[src/rtl/crc_arbiter.sv]
// Round-robin arbiter sharing one bit-serial CRC engine between a UART TX framer (req 0)
// and an RX deframer (req 1). Define CRC_TIMEOUT_EN to add a WAIT-state watchdog.
module crc_arbiter #(
    parameter int                DATA_W  = 40,
    parameter int                CRC_W   = 16,
    parameter logic [CRC_W:0]    POLY    = 17'h11021,
    parameter int                TMO_CYC = 127
) (
    input  logic              clk_i,
    input  logic              rst_i,
    input  logic [1:0]        req_i,
    input  logic [DATA_W-1:0] data0_i,
    input  logic [DATA_W-1:0] data1_i,
    output logic [1:0]        ack_o,
    output logic [CRC_W-1:0]  res_o,
    output logic              ok_o,
    output logic              tmo_o,
    output logic              busy_o,
    output logic [DATA_W-1:0] eng_data_o,
    output logic              eng_we_o,
    output logic [CRC_W:0]    eng_mask_o,
    input  logic [CRC_W-1:0]  eng_out_i,
    input  logic              eng_valid_i
);

    typedef enum logic [1:0] {IDLE, LAUNCH, WAIT, DONE} state_e;

    state_e              state_q, state_d;
    logic                grant_q, grant_d;
    logic                rr_q, rr_d;
    logic                armed_q, armed_d;
    logic [CRC_W-1:0]    res_q, res_d;
    logic                ok_q, ok_d;
    logic [DATA_W-1:0]   data_q, data_d;
`ifdef CRC_TIMEOUT_EN
    logic                tmo_q, tmo_d;
    logic [6:0]          cnt_q, cnt_d;
`endif

    always_ff @(posedge clk_i) begin
        if (rst_i) begin
            state_q <= IDLE;
            grant_q <= 1'b0;
            rr_q    <= 1'b0;
            armed_q <= 1'b0;
            res_q   <= '0;
            ok_q    <= 1'b0;
            data_q  <= '0;
`ifdef CRC_TIMEOUT_EN
            tmo_q   <= 1'b0;
            cnt_q   <= '0;
`endif
        end else begin
            state_q <= state_d;
            grant_q <= grant_d;
            rr_q    <= rr_d;
            armed_q <= armed_d;
            res_q   <= res_d;
            ok_q    <= ok_d;
            data_q  <= data_d;
`ifdef CRC_TIMEOUT_EN
            tmo_q   <= tmo_d;
            cnt_q   <= cnt_d;
`endif
        end
    end

    always_comb begin
        state_d = state_q;
        grant_d = grant_q;
        rr_d    = rr_q;
        armed_d = armed_q;
        res_d   = res_q;
        ok_d    = ok_q;
        data_d  = data_q;
`ifdef CRC_TIMEOUT_EN
        tmo_d   = tmo_q;
        cnt_d   = cnt_q;
`endif
        case (state_q)
            IDLE: begin
                if (|req_i) begin
                    grant_d = req_i[rr_q] ? rr_q : ~rr_q;
                    data_d  = grant_d ? data1_i : data0_i;
                    state_d = LAUNCH;
                end
            end
            LAUNCH: begin
                armed_d = 1'b0;
`ifdef CRC_TIMEOUT_EN
                cnt_d   = '0;
`endif
                state_d = WAIT;
            end
            WAIT: begin
                // A valid level left over from the previous op only counts after a low sample.
                if (!eng_valid_i)
                    armed_d = 1'b1;
                if (armed_q && eng_valid_i) begin
                    res_d   = eng_out_i;
                    ok_d    = (eng_out_i == '0);
`ifdef CRC_TIMEOUT_EN
                    tmo_d   = 1'b0;
`endif
                    state_d = DONE;
                end
`ifdef CRC_TIMEOUT_EN
                else begin
                    cnt_d = cnt_q + 7'd1;
                    if (cnt_q == 7'(TMO_CYC - 1)) begin
                        res_d   = {CRC_W{1'b1}};
                        ok_d    = 1'b0;
                        tmo_d   = 1'b1;
                        state_d = DONE;
                    end
                end
`endif
            end
            DONE: begin
                rr_d    = ~grant_q;
                state_d = IDLE;
            end
            default: state_d = IDLE;
        endcase
    end

    assign ack_o      = (state_q == DONE) ? (grant_q ? 2'b10 : 2'b01) : 2'b00;
    assign res_o      = res_q;
    assign ok_o       = ok_q;
`ifdef CRC_TIMEOUT_EN
    assign tmo_o      = tmo_q;
`else
    assign tmo_o      = 1'b0;
`endif
    assign busy_o     = (state_q != IDLE);
    assign eng_data_o = data_q;
    assign eng_we_o   = (state_q == LAUNCH);
    assign eng_mask_o = POLY;

endmodule
[config.mk]
export PLATFORM = sky130hd
export DESIGN_NAME = crc_arbiter
export DESIGN_NICKNAME = d
export VERILOG_FILES = /design/src/rtl/crc_arbiter.sv
export SDC_FILE = /design/constraint.sdc
export NUM_CORES = 1
export LEC_CHECK = 0
export BUFFER_PORTS_ARGS = -buffer_cell sky130_fd_sc_hd__buf_2
export CAP_MARGIN = 25
export CORE_MARGIN = 8
export CORE_UTILIZATION = 43
export CTS_CLUSTER_SIZE = 10
export DETAILED_ROUTE_END_ITERATION = 6
export PLACE_DENSITY = 0.82
export SLEW_MARGIN = 15
export SYNTH_ARGS = -nofsm -noshare
export SYNTH_HDL_FRONTEND = slang
export SYNTH_SLANG_ARGS = --single-unit
[constraint.sdc]
create_clock -name clk_i -period 1.7 [get_ports clk_i]
set_input_delay 0.085 -clock clk_i [delete_from_list [all_inputs] [get_ports clk_i]]
set_output_delay 0.085 -clock clk_i [all_outputs]
set_load 0.03 [all_outputs]
==> results.sh <==
export IMPL_outcome="completed"
export IMPL_worst_path_max_fanout=61
export IMPL_cts_made_buffers=9
export IMPL_grt_antenna_before_repair=0
export IMPL_coreArea_sq_um=6790
export IMPL_max_stage_delay_ps=330
export IMPL_crit_path_end_kind="flip-flop"
export IMPL_cap_violations=0
export IMPL_layout_setup_ws_ps=152
export IMPL_min_period_over_period_pct=91.1
export IMPL_die_x_microns=99.6
export IMPL_start_util_pct=44.2
export IMPL_path_cells="inv_1 > ha_1 > o21a_2 > buf_12 > nor2_1 > a311oi_1"
export IMPL_dp_slack_ps=85.9
export IMPL_synth_avg_cell_area_sq_um=8.14
export IMPL_synthSimpleGateAreaFrac_pct=20.9
export IMPL_layout_drive_gt1_share_pct=36.6
export IMPL_synth_seq_area_share_pct=41.3
export IMPL_vias=3320
export IMPL_cts_tree="built"
export IMPL_drt_iter0_drc=171
export IMPL_critPathKind="reg -> reg"
export IMPL_die_area_sq_um=9920
export IMPL_post_cts_buffers=0
export IMPL_ys_seq_elements=62
export IMPL_required_ps=1930
export IMPL_synth_compound_area_share_pct=22.9
export IMPL_slowest_stage="dfxtp_1"
export IMPL_fillers=592
export IMPL_diodes=0
export IMPL_die_h_microns=99.6
export IMPL_finClkSkew_ps=9.86
export IMPL_synthAdderAreaFrac_pct=2.08
export IMPL_power_total_w=0.00651
export IMPL_syn_inst=369
export IMPL_portBuffers=161
export IMPL_powerDensity_nw_per_um2=1550
export IMPL_hold_start="data1_i[36]"
export IMPL_cts_buffer_depth=2
export IMPL_insertion_delay_ps=340
export IMPL_area_delta_synth_final_pct=39.7
export IMPL_avgViaCountPerCell=5.28
export IMPL_syn_area_sq_um=3010
export IMPL_async_flop_share_pct=0
export IMPL_synth_xor_area_share_pct=0
export IMPL_final_common_cell="buf_2"
export IMPL_cts_sinks=62
export IMPL_slew_headroom_pct=52.6
export IMPL_synth_top_family_by_area="compound AO/OA/AOI/OAI gates"
export IMPL_p_leak_nw=1.93
export IMPL_grt_max_degree=62
export IMPL_final_cell_mix="buf_2, dfxtp_1, nor2_1"
export IMPL_synth_edf_count=0
export IMPL_yosys_area_top_type="dfxtp_1"
export IMPL_grt_pass1_vias=3281
export IMPL_rsz0062_at_grt="true"
export IMPL_htreeDepth=3
export IMPL_dp_hpwl_microns=7240
export IMPL_fmax_ghz=0.646
export IMPL_cp_startpoint="state_q[1]$_SDFFE_PP0P_"
export IMPL_first_pass_iters=4
export IMPL_grt_pass1_wl_microns=15900
export IMPL_root_buffer="clkbuf_8"
export IMPL_ys_warn_count=0
export IMPL_wl_per_cell_microns=15.8
export IMPL_gp_congestion=0.833
export IMPL_vdd_drop_max_uv=698
export IMPL_setup_viol=0
export IMPL_rr_startpoint="state_q[1]$_SDFFE_PP0P_"
export IMPL_ant_nets=0
export IMPL_totalWireLength_microns=9910
export IMPL_overflow=0
export IMPL_synth_mux_area_share_pct=0
export IMPL_arrival_ps=1780
export IMPL_layout_nets=634
export IMPL_grt_usage_pct=19.4
export IMPL_synth_area_leaders="dfxtp_1, a311oi_1, nand3_1"
export IMPL_rows=30
export IMPL_ys_flop_type="dfxtp_1"
export IMPL_synth_cell_type_count=33
export IMPL_path_clk_slew_ps=70
export IMPL_worstSetupStartpointType="flip-flop"
export IMPL_synth_top_cell_area_share_pct=41.3
export IMPL_slew_viol_final=0
export IMPL_hold_class="in -> reg"
export IMPL_holdWs_ps=29.0
export IMPL_tightest_slew_ps=711
export IMPL_min_period_ps=1550
export IMPL_ios=180
export IMPL_hold_viol=0
export IMPL_post_route_drc_count=0
routing by layer:
metal | vias up | wire [microns] | track usage [%] | part of all wire, %
met5 | - | 0 | 0 | 0
met4 | 0 | 125 | 5.36 | 1.3
met3 | 11 | 1090 | 8.87 | 11
met2 | 160 | 4900 | 33.8 | 49
met1 | 1543 | 3800 | 20.6 | 38
li1 | 1606 | - | - | -
critical path, delay by kind of cell, from the launching register on:
| kind | cells | cell delay (ps) |
|---|---|---|
| AOI/OAI and AO/OA | 2 | 450 |
| adders and majority gates | 1 | 200 |
| buffers and inverters | 2 | 380 |
| DFF | 1 | 330 |
| and+or+nand+nor | 1 | 70 |
registers in the layout, summed over array words and instances (netlist names):
signal      cells
armed_q         1
ok_o            1
rr_q            1
res_o          16
state_q         2
eng_data_o     40
grant_q         1
layout make-up:
type                            count  area (sq um)  share of cell area, %
Clock inverter                      6           134                   3.19
Sequential cell                    62          1240                   29.6
Multi-Input combinational cell    264          1470                   35.0
Inverter                            4          15.0                  0.358
Timing Repair Buffer              187          1090                   26.0
Tap cell                           96           120                   2.86
Clock buffer                       10           128                   3.04
cell usage after synthesis (all sizes together), types with 2 or more instances:
cell	n
nor2	43
clkbuf	20
ha	5
nor4	3
conb	2
nand3	43
nand2b	4
a21oi	19
a311oi	40
nand2	33
o21ai	42
dfxtp	62
and2b	2
buf	35
inv	4
cell families after synthesis:
kind of cell,Yosys count
buffers and inverters,59
adders and majority gates,5
AOI/OAI and AO/OA,105
DFF,62
other,2
and+or+nand+nor,136
where the power goes:
part           total [W]  leakage (nW)  switching, W  internal (W)
clock network    0.00169         0.130      0.000562       0.00112
logic            0.00274          1.29       0.00186      0.000879
registers        0.00209         0.510      0.000221       0.00187
total            0.00651          1.93       0.00264       0.00387
worst paths after layout:
path | to | slack, ps | depth (start not counted)
min | eng_data_o[36]$_SDFFE_PP0P_ | 30 | 3
min reg2reg | res_o[2]$_SDFFE_PP0P_ | 460 | 2
max | eng_data_o[6]$_SDFFE_PP0P_ | 150 | 6
max reg2reg | eng_data_o[6]$_SDFFE_PP0P_ | 150 | 6
per-stage QoR:
| step | utilization, % | cell area, sq um | instances | TNS (ps) |
|---|---|---|---|---|
| floorplan | - | 3070 | 385 | 0 |
| global placement | 55.3 | 3760 | 597 | 0 |
| detailed placement | 55.3 | 3760 | 597 | 0 |
| CTS | 61.5 | 4180 | 629 | 0 |
| global route | 61.8 | 4200 | 629 | -30.0 |
| finish | 61.8 | 4200 | 629 | 0 |
repair_timing:
action	CTS	global route
setup endpoints to repair	0	21
hold buffers	16	0
endpoints found under the hold margin	16	0
gates resized for setup	0	4
(Power assumes the default switching activity.)
